==> config.mk <==
export PLATFORM = sky130hd
export DESIGN_NAME = seq_multiplier_32x32
export DESIGN_NICKNAME = d
export VERILOG_FILES = /design/src/rtl/seq_multiplier_32x32_pkg.sv /design/src/rtl/seq_multiplier_32x32_ctrl.sv /design/src/rtl/seq_multiplier_32x32.sv
export SDC_FILE = /design/constraint.sdc
export NUM_CORES = 1
export LEC_CHECK = 0
export ABC_CLOCK_PERIOD_IN_PS = 3600
export BUFFER_PORTS_ARGS = -buffer_cell sky130_fd_sc_hd__buf_2
export CAP_MARGIN = 5
export CORE_AREA = 2 2 222 203
export DETAILED_ROUTE_END_ITERATION = 16
export DIE_AREA = 0 0 224 205
export MAX_ROUTING_LAYER = met4
export PLACE_DENSITY = 0.57
export SETUP_SLACK_MARGIN = 0.02
export SYNTH_ARGS = -nofsm -noshare
export SYNTH_HDL_FRONTEND = slang
export SYNTH_SLANG_ARGS = --single-unit
==> constraint.sdc <==
create_clock -name clk -period 3.6 [get_ports clk]
set_input_delay 0.36 -clock clk [delete_from_list [all_inputs] [get_ports clk]]
set_output_delay 0.36 -clock clk [all_outputs]
set_load 0.005 [all_outputs]
==> src/rtl/seq_multiplier_32x32_pkg.sv <==
`default_nettype none
// ============================================================================
// Module  : seq_multiplier_32x32_pkg
// Purpose : Shared definitions for the iterative shift-add multiplier.
//           - Controller state encoding (2 bits).
//           - Iteration counter width helper, $clog2(WIDTH+1).
// Ports   : none (package)
// Revision: 1.0 - initial release
// ============================================================================
package seq_multiplier_32x32_pkg;

  typedef enum logic [1:0] {
    ST_IDLE = 2'd0,
    ST_CALC = 2'd1,
    ST_FIX  = 2'd2,
    ST_DONE = 2'd3
  } state_e;

  // Counter is wide enough to hold the value WIDTH itself.
  function automatic int cnt_width(input int width);
    return $clog2(width + 1);
  endfunction

endpackage
`default_nettype wire

==> src/rtl/seq_multiplier_32x32_ctrl.sv <==
`default_nettype none
// ============================================================================
// Module  : seq_multiplier_32x32_ctrl
// Purpose : Sequencing FSM and iteration counter of the shift-add multiplier.
//           IDLE -> CALC (WIDTH cycles) -> FIX -> DONE -> IDLE.
// Ports   : clk, rst_n         clock, asynchronous active-low reset
//           in_valid_i         operand pair offered
//           out_ready_i        consumer accepts the product
//           load_o             latch operands / clear accumulator (this edge)
//           step_o             perform one shift-add iteration (this edge)
//           fix_o              apply sign correction into product (this edge)
//           in_ready_o         high in IDLE only
//           out_valid_o        high in DONE only
//           busy_o             high in CALC, FIX and DONE
// Revision: 1.0 - initial release
// ============================================================================
module seq_multiplier_32x32_ctrl
  import seq_multiplier_32x32_pkg::*;
#(
  parameter int WIDTH = 32
) (
  input  logic clk,
  input  logic rst_n,
  input  logic in_valid_i,
  input  logic out_ready_i,
  output logic load_o,
  output logic step_o,
  output logic fix_o,
  output logic in_ready_o,
  output logic out_valid_o,
  output logic busy_o
);

  localparam int              CW   = cnt_width(WIDTH);
  localparam logic [CW-1:0]   LAST = CW'(WIDTH - 1);

  state_e          state_q, state_d;
  logic [CW-1:0]   cnt_q,   cnt_d;

  always_ff @(posedge clk or negedge rst_n) begin
    if (!rst_n) begin
      state_q <= ST_IDLE;
      cnt_q   <= '0;
    end else begin
      state_q <= state_d;
      cnt_q   <= cnt_d;
    end
  end

  always_comb begin
    state_d     = state_q;
    cnt_d       = cnt_q;
    load_o      = 1'b0;
    step_o      = 1'b0;
    fix_o       = 1'b0;
    in_ready_o  = 1'b0;
    out_valid_o = 1'b0;
    busy_o      = 1'b0;
    case (state_q)
      ST_IDLE: begin
        in_ready_o = 1'b1;
        if (in_valid_i) begin
          load_o  = 1'b1;
          cnt_d   = '0;
          state_d = ST_CALC;
        end
      end
      ST_CALC: begin
        busy_o = 1'b1;
        step_o = 1'b1;
        cnt_d  = cnt_q + CW'(1);
        // Fixed latency: the step taken with count==WIDTH-1 is the last one.
        if (cnt_q == LAST) begin
          state_d = ST_FIX;
        end
      end
      ST_FIX: begin
        busy_o  = 1'b1;
        fix_o   = 1'b1;
        state_d = ST_DONE;
      end
      ST_DONE: begin
        busy_o      = 1'b1;
        out_valid_o = 1'b1;
        if (out_ready_i) begin
          state_d = ST_IDLE;
        end
      end
      default: begin
        state_d = ST_IDLE;
      end
    endcase
  end

endmodule
`default_nettype wire

==> src/rtl/seq_multiplier_32x32.sv <==
`default_nettype none
// ============================================================================
// Module  : seq_multiplier_32x32
// Purpose : Iterative radix-2 shift-add multiplier, WIDTH x WIDTH -> 2*WIDTH,
//           one operation in flight, valid/ready handshake on both sides.
//           The product feeds the 64-bit product input of slicer_64x32.
// Params  : WIDTH  operand width (product is 2*WIDTH)
//           SIGNED 0: unsigned, 1: two's-complement operands and product
// Ports   : clk, rst_n                 clock, asynchronous active-low reset
//           in_valid / in_ready        operand handshake (ready in IDLE only)
//           multiplicand, multiplier   operands A and B
//           out_valid / out_ready      product handshake (held until accepted)
//           product                    A*B, kept after handshake until next FIX
//           busy                       high in CALC, FIX and DONE
// Revision: 1.0 - initial release
// ============================================================================
module seq_multiplier_32x32
  import seq_multiplier_32x32_pkg::*;
#(
  parameter int WIDTH  = 32,
  parameter int SIGNED = 0
) (
  input  logic                 clk,
  input  logic                 rst_n,
  input  logic                 in_valid,
  output logic                 in_ready,
  input  logic [WIDTH-1:0]     multiplicand,
  input  logic [WIDTH-1:0]     multiplier,
  output logic                 out_valid,
  input  logic                 out_ready,
  output logic [2*WIDTH-1:0]   product,
  output logic                 busy
);

  logic w_load, w_step, w_fix;

  seq_multiplier_32x32_ctrl #(
    .WIDTH (WIDTH)
  ) u_ctrl (
    .clk         (clk),
    .rst_n       (rst_n),
    .in_valid_i  (in_valid),
    .out_ready_i (out_ready),
    .load_o      (w_load),
    .step_o      (w_step),
    .fix_o       (w_fix),
    .in_ready_o  (in_ready),
    .out_valid_o (out_valid),
    .busy_o      (busy)
  );

  // Magnitudes and result sign. The most-negative operand negates to
  // 2^(WIDTH-1), which still fits WIDTH bits when read as unsigned.
  logic [WIDTH-1:0] w_abs_a, w_abs_b;
  logic             w_neg;

  always_comb begin
    w_abs_a = multiplicand;
    w_abs_b = multiplier;
    w_neg   = 1'b0;
    if (SIGNED != 0) begin
      if (multiplicand[WIDTH-1]) w_abs_a = ~multiplicand + WIDTH'(1);
      if (multiplier[WIDTH-1])   w_abs_b = ~multiplier   + WIDTH'(1);
      w_neg = multiplicand[WIDTH-1] ^ multiplier[WIDTH-1];
    end
  end

  logic [2*WIDTH-1:0] mcand_q,   mcand_d;
  logic [WIDTH-1:0]   mplier_q,  mplier_d;
  logic [2*WIDTH-1:0] acc_q,     acc_d;
  logic               neg_q,     neg_d;
  logic [2*WIDTH-1:0] product_q, product_d;

  always_comb begin
    mcand_d   = mcand_q;
    mplier_d  = mplier_q;
    acc_d     = acc_q;
    neg_d     = neg_q;
    product_d = product_q;
    if (w_load) begin
      mcand_d  = {{WIDTH{1'b0}}, w_abs_a};
      mplier_d = w_abs_b;
      acc_d    = '0;
      neg_d    = w_neg;
    end
    if (w_step) begin
      // LSB-first: add the multiplicand already aligned to this bit position.
      if (mplier_q[0]) acc_d = acc_q + mcand_q;
      mcand_d  = mcand_q << 1;
      mplier_d = mplier_q >> 1;
    end
    if (w_fix) begin
      product_d = neg_q ? (~acc_q + {{(2*WIDTH-1){1'b0}}, 1'b1}) : acc_q;
    end
  end

  always_ff @(posedge clk or negedge rst_n) begin
    if (!rst_n) begin
      mcand_q   <= '0;
      mplier_q  <= '0;
      acc_q     <= '0;
      neg_q     <= 1'b0;
      product_q <= '0;
    end else begin
      mcand_q   <= mcand_d;
      mplier_q  <= mplier_d;
      acc_q     <= acc_d;
      neg_q     <= neg_d;
      product_q <= product_d;
    end
  end

  assign product = product_q;

endmodule
`default_nettype wire

# Word-level counts from Yosys, hierarchy flattened
# Cells that the tools add are included.
# op_classes
add_sub_neg	2
n_mux	20
reduce_logical	6
eq_ne	7
# op_table
operator	count
two-way mux 64 bit	5
adder 64 bit	1
two-way mux 32 bit	2
one-hot mux 6 bit (2 select lines)	1
one-hot mux 2 bit (4 select lines)	1
two-way mux 1 bit	7
adder 6 x 1 -> 6 bit (second input constant)	1
equality test 6 x 5 -> 1 bit (second input constant)	1
two-way mux 2 bit	3
two-way mux 6 bit	1
equality test 2 bit (second input constant)	2
inequality test 2 bit (second input constant)	2
nonzero test 2 bit	2
AND reduction 3 bit	1
OR reduction 3 bit	1
equality test 2 x 1 -> 1 bit (second input constant)	1
logical NOT 2 bit	1
inequality test 2 x 1 -> 1 bit (second input constant)	1
AND reduction 2 bit	1
# word_totals
input_bits	68
regBits	232
output_inout_bits	67
word_cells	41

# Longest topological paths before layout
# Gate-level depths: netlist (run 1).
# depth
word_depth	5
mapped_depth	12
mapped_depth_nobuf	12

# Modules after synthesis
# A second synthesis (run 1) with hierarchy kept.
# hier_totals
hier_cells	1369
hier_area_um2	13146.4
# modules_own_cells
module	cells_each	seq_area_each_um2	area_per_inst_um2	n_inst
seq_multiplier_32x32	1320	5605.4	12658.4	1
seq_multiplier_32x32_ctrl	49	200.2	488.0	1

# Least setup slack after synthesis (run 1)
# Ideal clock, no wire load.
# synth_path
path_kind	flip-flop to flip-flop
from	register mcand_q[13]
to	register acc_q[63]
arrival_ns	2.717
t_required_ns	3.521
path_buffers	1
synth_period_minus_slack_ns	2.796
setup_time_ns	0.079
stages_incl_launch_ff	13
path_slack_ns	0.804
path_cell_list	dfrtp_1 -> ha_1 -> buf_2 -> nand4_1 -> or4_1 -> nor3_2 -> a211o_2 -> o2111a_1 -> o311ai_1 -> and2_1 -> a221oi_1 -> o21a_1 -> mux2i_1
# synth_via
elab_chain_cells	3
# synth_rtl
item	line_no	rtl
start: declaration	seq_multiplier_32x32.sv:68	logic [2*WIDTH-1:0] mcand_q, mcand_d;
start signal: assignment	seq_multiplier_32x32.sv:105	mcand_q <= mcand_d;
adder 64 bit	seq_multiplier_32x32.sv:88	if (mplier_q[0]) acc_d = acc_q + mcand_q;
two-way mux 64 bit	seq_multiplier_32x32.sv:88	
two-way mux 64 bit	seq_multiplier_32x32.sv:86	if (w_step) begin
via acc_d[63]	seq_multiplier_32x32.sv:70	logic [2*WIDTH-1:0] acc_q, acc_d;
end signal: assignment	seq_multiplier_32x32.sv:101	acc_q <= '0;
end signal: assignment	seq_multiplier_32x32.sv:107	acc_q <= acc_d;
end: declaration	seq_multiplier_32x32.sv:70	
# The timed path passes the listed nets, and every way through them passes these cells.
# A chain may end at the register's enable or synchronous reset.

# Final worst setup path (run 1)
# layout_path
from	register acc_q[0]
to	register acc_q[60]
# layout_via
elab_chain_cells	3
# layout_rtl
item	line_no
adder 64 bit	seq_multiplier_32x32.sv:88
two-way mux 64 bit	seq_multiplier_32x32.sv:88
two-way mux 64 bit	seq_multiplier_32x32.sv:86
via acc_d[60]	seq_multiplier_32x32.sv:70
# The timed path passes the listed nets, and every way through them passes these cells.

==> metrics.md, run 1 <==
| Metric | Value |
|---|---|
| Status | completed |
| Syn avg cell area | 9.56 um^2 |
| Async S/R FF share, synth | 1.00 |
| Maximum VDD drop | 0.000394 V |
| Mux share of post-synthesis cell area | 0.106 |
| Max-Cap Viols | 0 |
| TritonRoute pass-1 iters | 5 |
| ANT cells | 0 |
| Crit-path cells | ha_1, fa_1, a211oi_1, o21ai_0, nand3_1, a21oi_2, o21ai_1, nand3_2, a31oi_4, or4_4, a211o_1, nand3_1 |
| Largest family of logic cells by synthesized area | compound AO/OA/AOI/OAI gates |
| Fin Setup TNS | 0 ns |
| Post-route DRC violation count | 0 |
| GRT Total Usage | 0.155 |
| Hold Worst Slack | 0.0963 ns |
| Final #Nets | 1584 |
| Post-Synth XOR/XNOR Area | 0.0379 |
| Clock Skew | 0.0236 ns |
| Most used cell, CP | nand3_1 |
| YS warnings | 0 |
| Post-synth EDFFs | 0 |
| CP Launch Type | flop |
| Die Y | 205 um |
| Initial antenna violation count | 0 |
| Final Max Tran Viols | 0 |
| Most frequent cell after synthesis | dfrtp_1 |
| Crit end category | flop |
| First DRT Iteration DRCs | 579 |
| Post-Synth Simple-Gate Area | 0.125 |
| CTS sink cnt | 232 |
| Via Count | 10200 |
| Leading post-synthesis cells by cell area | dfrtp_1 45%, o21ai_0 7.2%, nand2_1 6.7% |
| Area delta synth->final | 17.6% |
| Die ar. | 45900 um^2 |
| Vias in the first global route | 10300 |
| Crit share post-route | 0.905 |
| Total CTS buffers | 28 |
| Worst path required time | 4.08 ns |
| H-tree depth | 1 |
| Placed insts | 1978 |
| Die width | 224 um |
| Largest net degree at the start of global routing | 93 |
| Yosys top cell by area | dfrtp_1 |
| Total length of routed wires | 34100 um |
| Relative slew slack | 0.454 |
| ANT nets after route | 0 |
| Fin cells | 2029 |
| Synth Cell Area | 12900 um^2 |
| Vias/cell | 5.02 |
| Final hold vios | 0 |
| Worst Hold Class | input port to flop |
| PwrDens | 854 nW/um^2 |
| Unrepaired setup endpoints after global routing | no |
| Adder-cell share of the synthesized area | 0.0673 |
| Clk Latency, worst-skew pair | 0.56 ns |
| Drt wl/cell | 16.8 um |
| Seq/Total Area, Yosys | 0.448 |
| CTS Root Cell | clkbuf_16 |
| Num rows | 73 |
| GR Overflow Total | 0 |
| Syn nets | 1491 |
| FF+latch count, synth | 232 |
| IO Pins | 135 |
| Synth Area in Compound Gates | 0.184 |
| Final HPWL DP | 24300 um |
| Primary FF master, synth | dfrtp_1 |
| PortBufs | 134 |
| Crit path max fanout | 5 |
| Setup violators final | 0 |
| Global-route wire length before repair | 56200 um |
| Top cells by count, synth | 232 x dfrtp_1, 231 x nand2_1, 187 x o21ai_0 |
| Core Area | 43600 um^2 |
| Clock period minus worst slack | 3.26 ns |
| Maximum clock path buffer count | 3 |
| Syn Inst Count | 1354 |
| Clock-pin slew on the worst setup and hold paths | 0.06 ns |
| Worst slew pin tran | 0.818 ns |
| CTS resizes | 0 |
| Largest stage delay, worst path | 0.51 ns |
| Crit path launch | acc_q[0] |
| Leakage Power | 0.00745 uW |
| Layout cells sized above 1 | 0.194 |
| Final Util | 0.350 |
| Initial Util | 0.297 |
| Data arrival, critical path | 3.74 ns |
| Reg-to-reg startpoint | acc_q[0] |
| Setup CP Type | flop to flop |
| Fmax | 0.307 GHz |
| Synth top area share | 0.448 |
| CP max-delay cell | or4_4 |
| CTS tree | done |
| Netlist cell types | 65 |
| Routability cong. | 0.894 |
| Hold wc startpoint | multiplicand[15] |
==> metal layers <==
layer | vias up | share of wire | track usage
met5 | - | 0 | -
met4 | 0 | 0.022 | 0.0355
met3 | 52 | 0.034 | 0.0201
met2 | 181 | 0.44 | 0.239
met1 | 4941 | 0.50 | 0.217
li1 | 5021 | - | -
==> flip-flops by register name (all words and copies together), names as in the netlist <==
name / flops
mcand_q: 64
u_ctrl.state_q: 2
mplier_q: 32
product: 64
u_ctrl.cnt_q: 6
acc_q: 64
==> cell usage in the layout, fill, tap and decap left out, drive strengths merged, types with 4 or more instances in the layout <==
cell,instances
o21bai,9
inv,12
nand2,231
mux2i,64
mux2,65
xor2,27
buf,150
a211o,5
nand3,23
or4,5
nand4,25
a21boi,4
or3,4
a211oi,8
o31ai,6
ha,68
clkbuf,39
nor2,52
xnor2,29
clkinv,4
nand2b,8
a22o,9
nor3,9
o21ai,195
a31oi,10
o21a,12
dfrtp,232
a21o,46
a21oi,70
bufinv,6
==> critical path: cells and delay by family, from the launching register on <==
kind	cells	cell delay, ns
AO/OA/AOI/OAI	6	1.36
AND/OR/NAND/NOR	4	0.98
adder cells (fa/ha/maj)	2	0.47
flip-flops	1	0.37
==> per-stage QoR <==
| stage | setup WS [ns] | total power [uW] | area, um^2 |
|---|---|---|---|
| CTS | 0.349 | 13200 | 15200 |
| finish | 0.342 | 13000 | 15200 |
| floorplan | 0.804 | 8180 | 12900 |
| global placement | 0.410 | 9810 | 14200 |
| detailed placement | 0.365 | 9900 | 14200 |
| global route | 0.0260 | 14100 | 15200 |
==> kinds of logic (layout without fill, tap and decap cells) <==
family,Yosys count,count (layout)
fa+ha+maj,69,69
compound gates,396,396
buf+inv,100,213
xor+xnor,56,56
flops,232,232
mux,129,129
simple gates,372,372
==> report_power, final <==
| part | internal (uW) | switching (uW) | leakage (uW) |
|---|---|---|---|
| clock network | 2010 | 1150 | 0.000510 |
| logic | 2260 | 3190 | 0.00391 |
| registers | 3610 | 784 | 0.00304 |
==> layout make-up <==
class	count	area [um^2]
Fill cell	4448	28300
Multi-Input combinational cell	1022	6770
Sequential cell	232	5810
Timing Repair Buffer	151	861
Clock buffer	39	822
Tap cell	562	703
Clock inverter	11	219
Inverter	12	45.0
==> worst paths after layout <==
check / to / slack (ns) / cells after the start
worst max-delay path: acc_q[60] / 0.34 / 12
worst min-delay path: mcand_q[15] / 0.1 / 3
worst max register to register: acc_q[60] / 0.34 / 12
worst min register to register: mplier_q[25] / 0.48 / 2
max in group asynchronous: mcand_q[34] / 2.25 / 3
min in group asynchronous: mplier_q[2] / 0.45 / 2
==> repair_timing <==
action	CTS	global route
hold buffers	1	0
endpoints found under the hold margin	88	0
buffers inserted	0	0
(Power assumes the default switching activity.)
==> run 2: changes to the inputs <==
REMOVE_ABC_BUFFERS = 1   (was unset)
==> metrics.md, run 2 (synthesized netlist as in run 1, its figures left out) <==
| Metric | Value |
|---|---|
| Die width | 224 um |
| Crit share post-route | 0.887 |
| Via Count | 10300 |
| Worst path required time | 4.01 ns |
| H-tree depth | 1 |
| Vias/cell | 5.06 |
| Reg-to-reg startpoint | mcand_q[1] |
| Num rows | 73 |
| Clock Skew | 0.0232 ns |
| Clock-pin slew on the worst setup and hold paths | 0.06 ns |
| Worst R2R End | acc_q[59] |
| Unrepaired setup endpoints after global routing | no |
| Global-route wire length before repair | 56100 um |
| CTS tree | done |
| CTS resizes | 0 |
| Pre-CTS WS | 0.391 ns |
| Core Area | 43600 um^2 |
| Crit end category | flop |
| Hold Worst Slack | 0.0887 ns |
| Max-Cap Viols | 0 |
| Clock period minus worst slack | 3.19 ns |
| Relative slew slack | 0.327 |
| First DRT Iteration DRCs | 577 |
| PortBufs | 134 |
| CP max-delay cell | dfrtp_1 |
| Post-route DRC violation count | 0 |
| Final Max Tran Viols | 0 |
| Total CTS buffers | 28 |
| Reg2Reg Depth | 11 |
| TritonRoute pass-1 iters | 5 |
| R2R Setup Slk | 0.41 ns |
| Setup violators final | 0 |
| Vias in the first global route | 10400 |
| Setup CP Type | flop to flop |
| Total power | 12600 uW |
| PwrDens | 834 nW/um^2 |
| Drt wl/cell | 16.6 um |
| Worst slew pin tran | 1.01 ns |
| Final HPWL DP | 24000 um |
| CP bufs+invs | 0 |
| Maximum clock path buffer count | 3 |
| Largest stage delay, worst path | 0.43 ns |
| Area of the multi-input gates | 6780 um^2 |
| Clk Latency, worst-skew pair | 0.57 ns |
| Fill cell count | 4445 |
| Commonest non-fill, non-tap cell in the layout | dfrtp_1 |
| CTS Root Cell | clkbuf_16 |
| Register area | 5810 um^2 |
| Routability cong. | 0.863 |
| Die Y | 205 um |
| Largest net degree at the start of global routing | 92 |
| GR Overflow Total | 0 |
| Worst Hold Class | input port to flop |
| Fmax | 0.313 GHz |
| Maximum VDD drop | 0.000417 V |
| Total length of routed wires | 33700 um |
| Leakage Power | 0.00737 uW |
| Initial antenna violation count | 3 |
| CP Launch Type | flop |
| GRT Total Usage | 0.154 |
| Status | completed |
| Final hold vios | 0 |
| Die ar. | 45900 um^2 |
| Initial Util | 0.297 |
| Worst Setup Slack, final | 0.405 ns |
| Layout cells sized above 1 | 0.188 |
| ANT nets after route | 0 |
| CP top delay family | compound AO/OA/AOI/OAI gates |
| IO Pins | 135 |
| Final #Nets | 1579 |
| Crit-path cells | ha_1, a211oi_1, o21a_1, nor3_2, a211o_2, o2111a_1, o311ai_1, nand3_1, a21boi_1, xor2_1, o21ai_0 |
| CTS sink cnt | 232 |
| Most frequent cells in the layout | 232 x dfrtp_1, 230 x nand2_1, 187 x o21ai_0 |
| Area delta synth->final | 16.5% |
| Data arrival, critical path | 3.61 ns |
| Worst path depth | 11 |
| Crit path max fanout | 4 |
| Worst Setup EP | acc_q[59] |
| Crit path launch | mcand_q[1] |
run 2: repair_timing:
action,4_1_cts,5_1_grt
endpoints found under the hold margin,88,0
hold buffers,1,0
buffers inserted,0,0
run 2: per-layer routing:
layer	vias to the layer above	global-route usage	wire length, um
met5	-	-	0
met4	0	0.0267	480
met3	32	0.0343	1920
met2	207	0.236	15100
met1	5018	0.210	16200
li1	4994	-	-
run 2: worst reg2reg max path, cell delays in order, from the launching register on:
cell and delay (ns):
dfrtp_1 0.43, ha_1 0.33, a211oi_1 0.34, o21a_1 0.30, nor3_2 0.07, a211o_2 0.38, o2111a_1 0.29, o311ai_1 0.32
nand3_1 0.18, a21boi_1 0.19, xor2_1 0.14, o21ai_0 0.08
run 2: worst min-delay path by stage:
stage | from | end | slack, ns | cells after the start
final | multiplicand[14] | mcand_q[14] | 0.09 | 3
after global routing | multiplicand[13] | mcand_q[13] | 0.07 | 3
after CTS | multiplicand[13] | mcand_q[13] | 0.07 | 3
after detailed placement | rst_n | mplier_q[11] | 0.43 | 1
after global placement | rst_n | mplier_q[11] | 0.44 | 1
after floorplan | rst_n | acc_q[0] | 0.06 | 0
run 2: cell type report:
class	instances	area share
Multi-Input combinational cell	1022	0.450
Sequential cell	232	0.385
Clock buffer	42	0.0546
Timing Repair Buffer	146	0.0538
Tap cell	562	0.0466
Clock inverter	7	0.00656
Inverter	12	0.00299
Antenna cell	3	0.000498
run 2: where the power goes:
group / switching (uW) / internal, uW / total [uW]
logic: 3180 / 2220 / 5400
registers: 749 / 3610 / 4360
clock network: 1120 / 1710 / 2830
total: 5040 / 7540 / 12600
run 2: stage by stage:
stage / instance area [um^2] / utilization / cells / TNS [ns]
6_report: 15100 / 0.346 / 2026 / 0
5_1_grt: 15100 / 0.346 / 2026 / 0
4_1_cts: 15100 / 0.346 / 2023 / 0
3_5_place_dp: 14100 / 0.324 / 1973 / 0
3_3_place_gp: 14100 / 0.324 / 1973 / 0
2_1_floorplan: 12600 / - / 1266 / -173.71
==> run 3: changes to the inputs <==
CAP_MARGIN = 10   (was 5)
CELL_PAD_IN_SITES_DETAIL_PLACEMENT = 1   (was unset)
CELL_PAD_IN_SITES_GLOBAL_PLACEMENT = 1   (was unset)
PLACE_DENSITY = 0.67   (was 0.57)
==> metrics.md, run 3 (synthesized netlist as in run 1, its figures left out) <==
| Metric | Value |
|---|---|
| Relative slew slack | 0.319 |
| Leakage Power | 0.00740 uW |
| Most frequent cells in the layout | 232 x dfrtp_1, 230 x nand2_1, 185 x o21ai_0 |
| Gr busiest metal | met2 |
| Core Area | 43600 um^2 |
| Unrepaired setup endpoints after global routing | no |
| Met2 usage | 0.266 |
| Fmax | 0.312 GHz |
| Reg2Reg Depth | 11 |
| Setup CP Type | flop to flop |
| Finished Cell Area | 15100 um^2 |
| TritonRoute pass-1 iters | 4 |
| Max-Cap Viols | 0 |
| Grt met1 use | 0.223 |
| Maximum VDD drop | 0.000327 V |
| CTS Root Cell | clkbuf_16 |
| Routability cong. | 0.860 |
| Initial Util | 0.297 |
| Global-route wire length before repair | 60700 um |
| CTS sink cnt | 232 |
| Fin Setup TNS | 0 ns |
| Final Max Tran Viols | 0 |
| Area of the multi-input gates | 6780 um^2 |
| PwrDens | 852 nW/um^2 |
| PortBufs | 134 |
| Initial antenna violation count | 4 |
| Clk Latency, worst-skew pair | 0.57 ns |
| Crit end category | flop |
| Data arrival, critical path | 3.68 ns |
| Hold Worst Slack | 0.0618 ns |
| Reg-to-reg startpoint | acc_q[15] |
| Die ar. | 45900 um^2 |
| Hold wc startpoint | multiplier[31] |
| Worst slew pin tran | 1.02 ns |
| H-tree depth | 1 |
| ANT nets after route | 0 |
| Crit path max fanout | 7 |
| IO Pins | 135 |
| First DRT Iteration DRCs | 493 |
| Layout cells sized above 1 | 0.192 |
| Crit path launch | acc_q[15] |
| Drt wl/cell | 18.2 um |
| Final hold vios | 0 |
| Register area | 5810 um^2 |
| R2R Setup Slk | 0.40 ns |
| Vias/cell | 5.08 |
| Crit share post-route | 0.890 |
| Worst path required time | 4.07 ns |
| Total CTS buffers | 28 |
| Largest net degree at the start of global routing | 123 |
| Clock Skew | 0.0156 ns |
| Worst Setup EP | acc_q[63] |
| CP Launch Type | flop |
| Final #Nets | 1584 |
| Total length of routed wires | 37100 um |
| Post-DP Area | 14200 um^2 |
| Clock period minus worst slack | 3.20 ns |
| Fill cell count | 4917 |
| Status | completed |
| Die width | 224 um |
| Area delta synth->final | 17.0% |
| CTS tree | done |
| Final HPWL DP | 26800 um |
| Commonest non-fill, non-tap cell in the layout | dfrtp_1 |
| Worst R2R End | acc_q[63] |
| Worst Hold Class | input port to flop |
| GR Overflow Total | 0 |
| GRT Total Usage | 0.168 |
| Via Count | 10300 |
| Vias in the first global route | 10900 |
| Die Y | 205 um |
| Setup violators final | 0 |
| GRT met3 Usage | 0.0349 |
| Clock-pin slew on the worst setup and hold paths | 0.06 ns |
| Num rows | 73 |
| Maximum clock path buffer count | 3 |
| Post-route DRC violation count | 0 |
-- run 3: what timing repair did --
item                                   in CTS  in global routing
gates resized for setup                     0                  2
hold buffers                                1                  0
endpoints found under the hold margin     206                  0
setup buffers                               0                  0
setup endpoints to repair                   0                  6
-- run 3: critical path, stage by stage (launching register included) --
cell	delay, ns
dfrtp_1	0.41
ha_1	0.42
nand4_1	0.18
or4_1	0.56
nor3_2	0.14
a211o_2	0.19
o2111a_1	0.25
o311ai_1	0.12
and2_1	0.19
a221oi_1	0.26
o21a_1	0.17
mux2i_1	0.23
-- run 3: routing by layer --
metal  vias up  routed length, um
met5         -                  0
met4         0                614
met3        40               1750
met2       145              16900
met1      5138              17800
li1       4998                  -
-- run 3: final cells by class --
| cell class | instances | area share |
|---|---|---|
| clock inverter | 9 | 0.00851 |
| clock buffer | 41 | 0.0549 |
| multi-input combinational | 1022 | 0.448 |
| tap | 562 | 0.0464 |
| antenna | 4 | 0.000661 |
| sequential | 232 | 0.383 |
| timing repair buffer | 151 | 0.0552 |
| inverter | 12 | 0.00297 |
-- run 3: worst min path at each step --
stage          depth (start not counted)           end
2_1_floorplan                          0      acc_q[0]
3_3_place_gp                           2   mplier_q[9]
3_5_place_dp                           2   mplier_q[5]
4_1_cts                                3  mplier_q[31]
5_1_grt                                3  mplier_q[31]
6_report                               3  mplier_q[31]
-- run 3: power breakdown --
group          total, uW  internal [uW]  switching, uW
logic               5550           2240           3300
clock network       2970           1800           1170
registers           4390           3610            779
total              12900           7660           5250
-- run 3: stage by stage --
| stage | setup slack [ns] | util | total power, uW | cells |
|---|---|---|---|---|
| 6_report | 0.396 | 0.348 | 12900 | 2033 |
| 5_1_grt | 0.0718 | 0.348 | 14000 | 2033 |
| 4_1_cts | 0.228 | 0.347 | 13100 | 2029 |
| 3_5_place_dp | 0.242 | 0.325 | 10000 | 1978 |
| 3_3_place_gp | 0.416 | 0.325 | 9830 | 1978 |
| 2_1_floorplan | -2.53 | - | 8130 | 1266 |
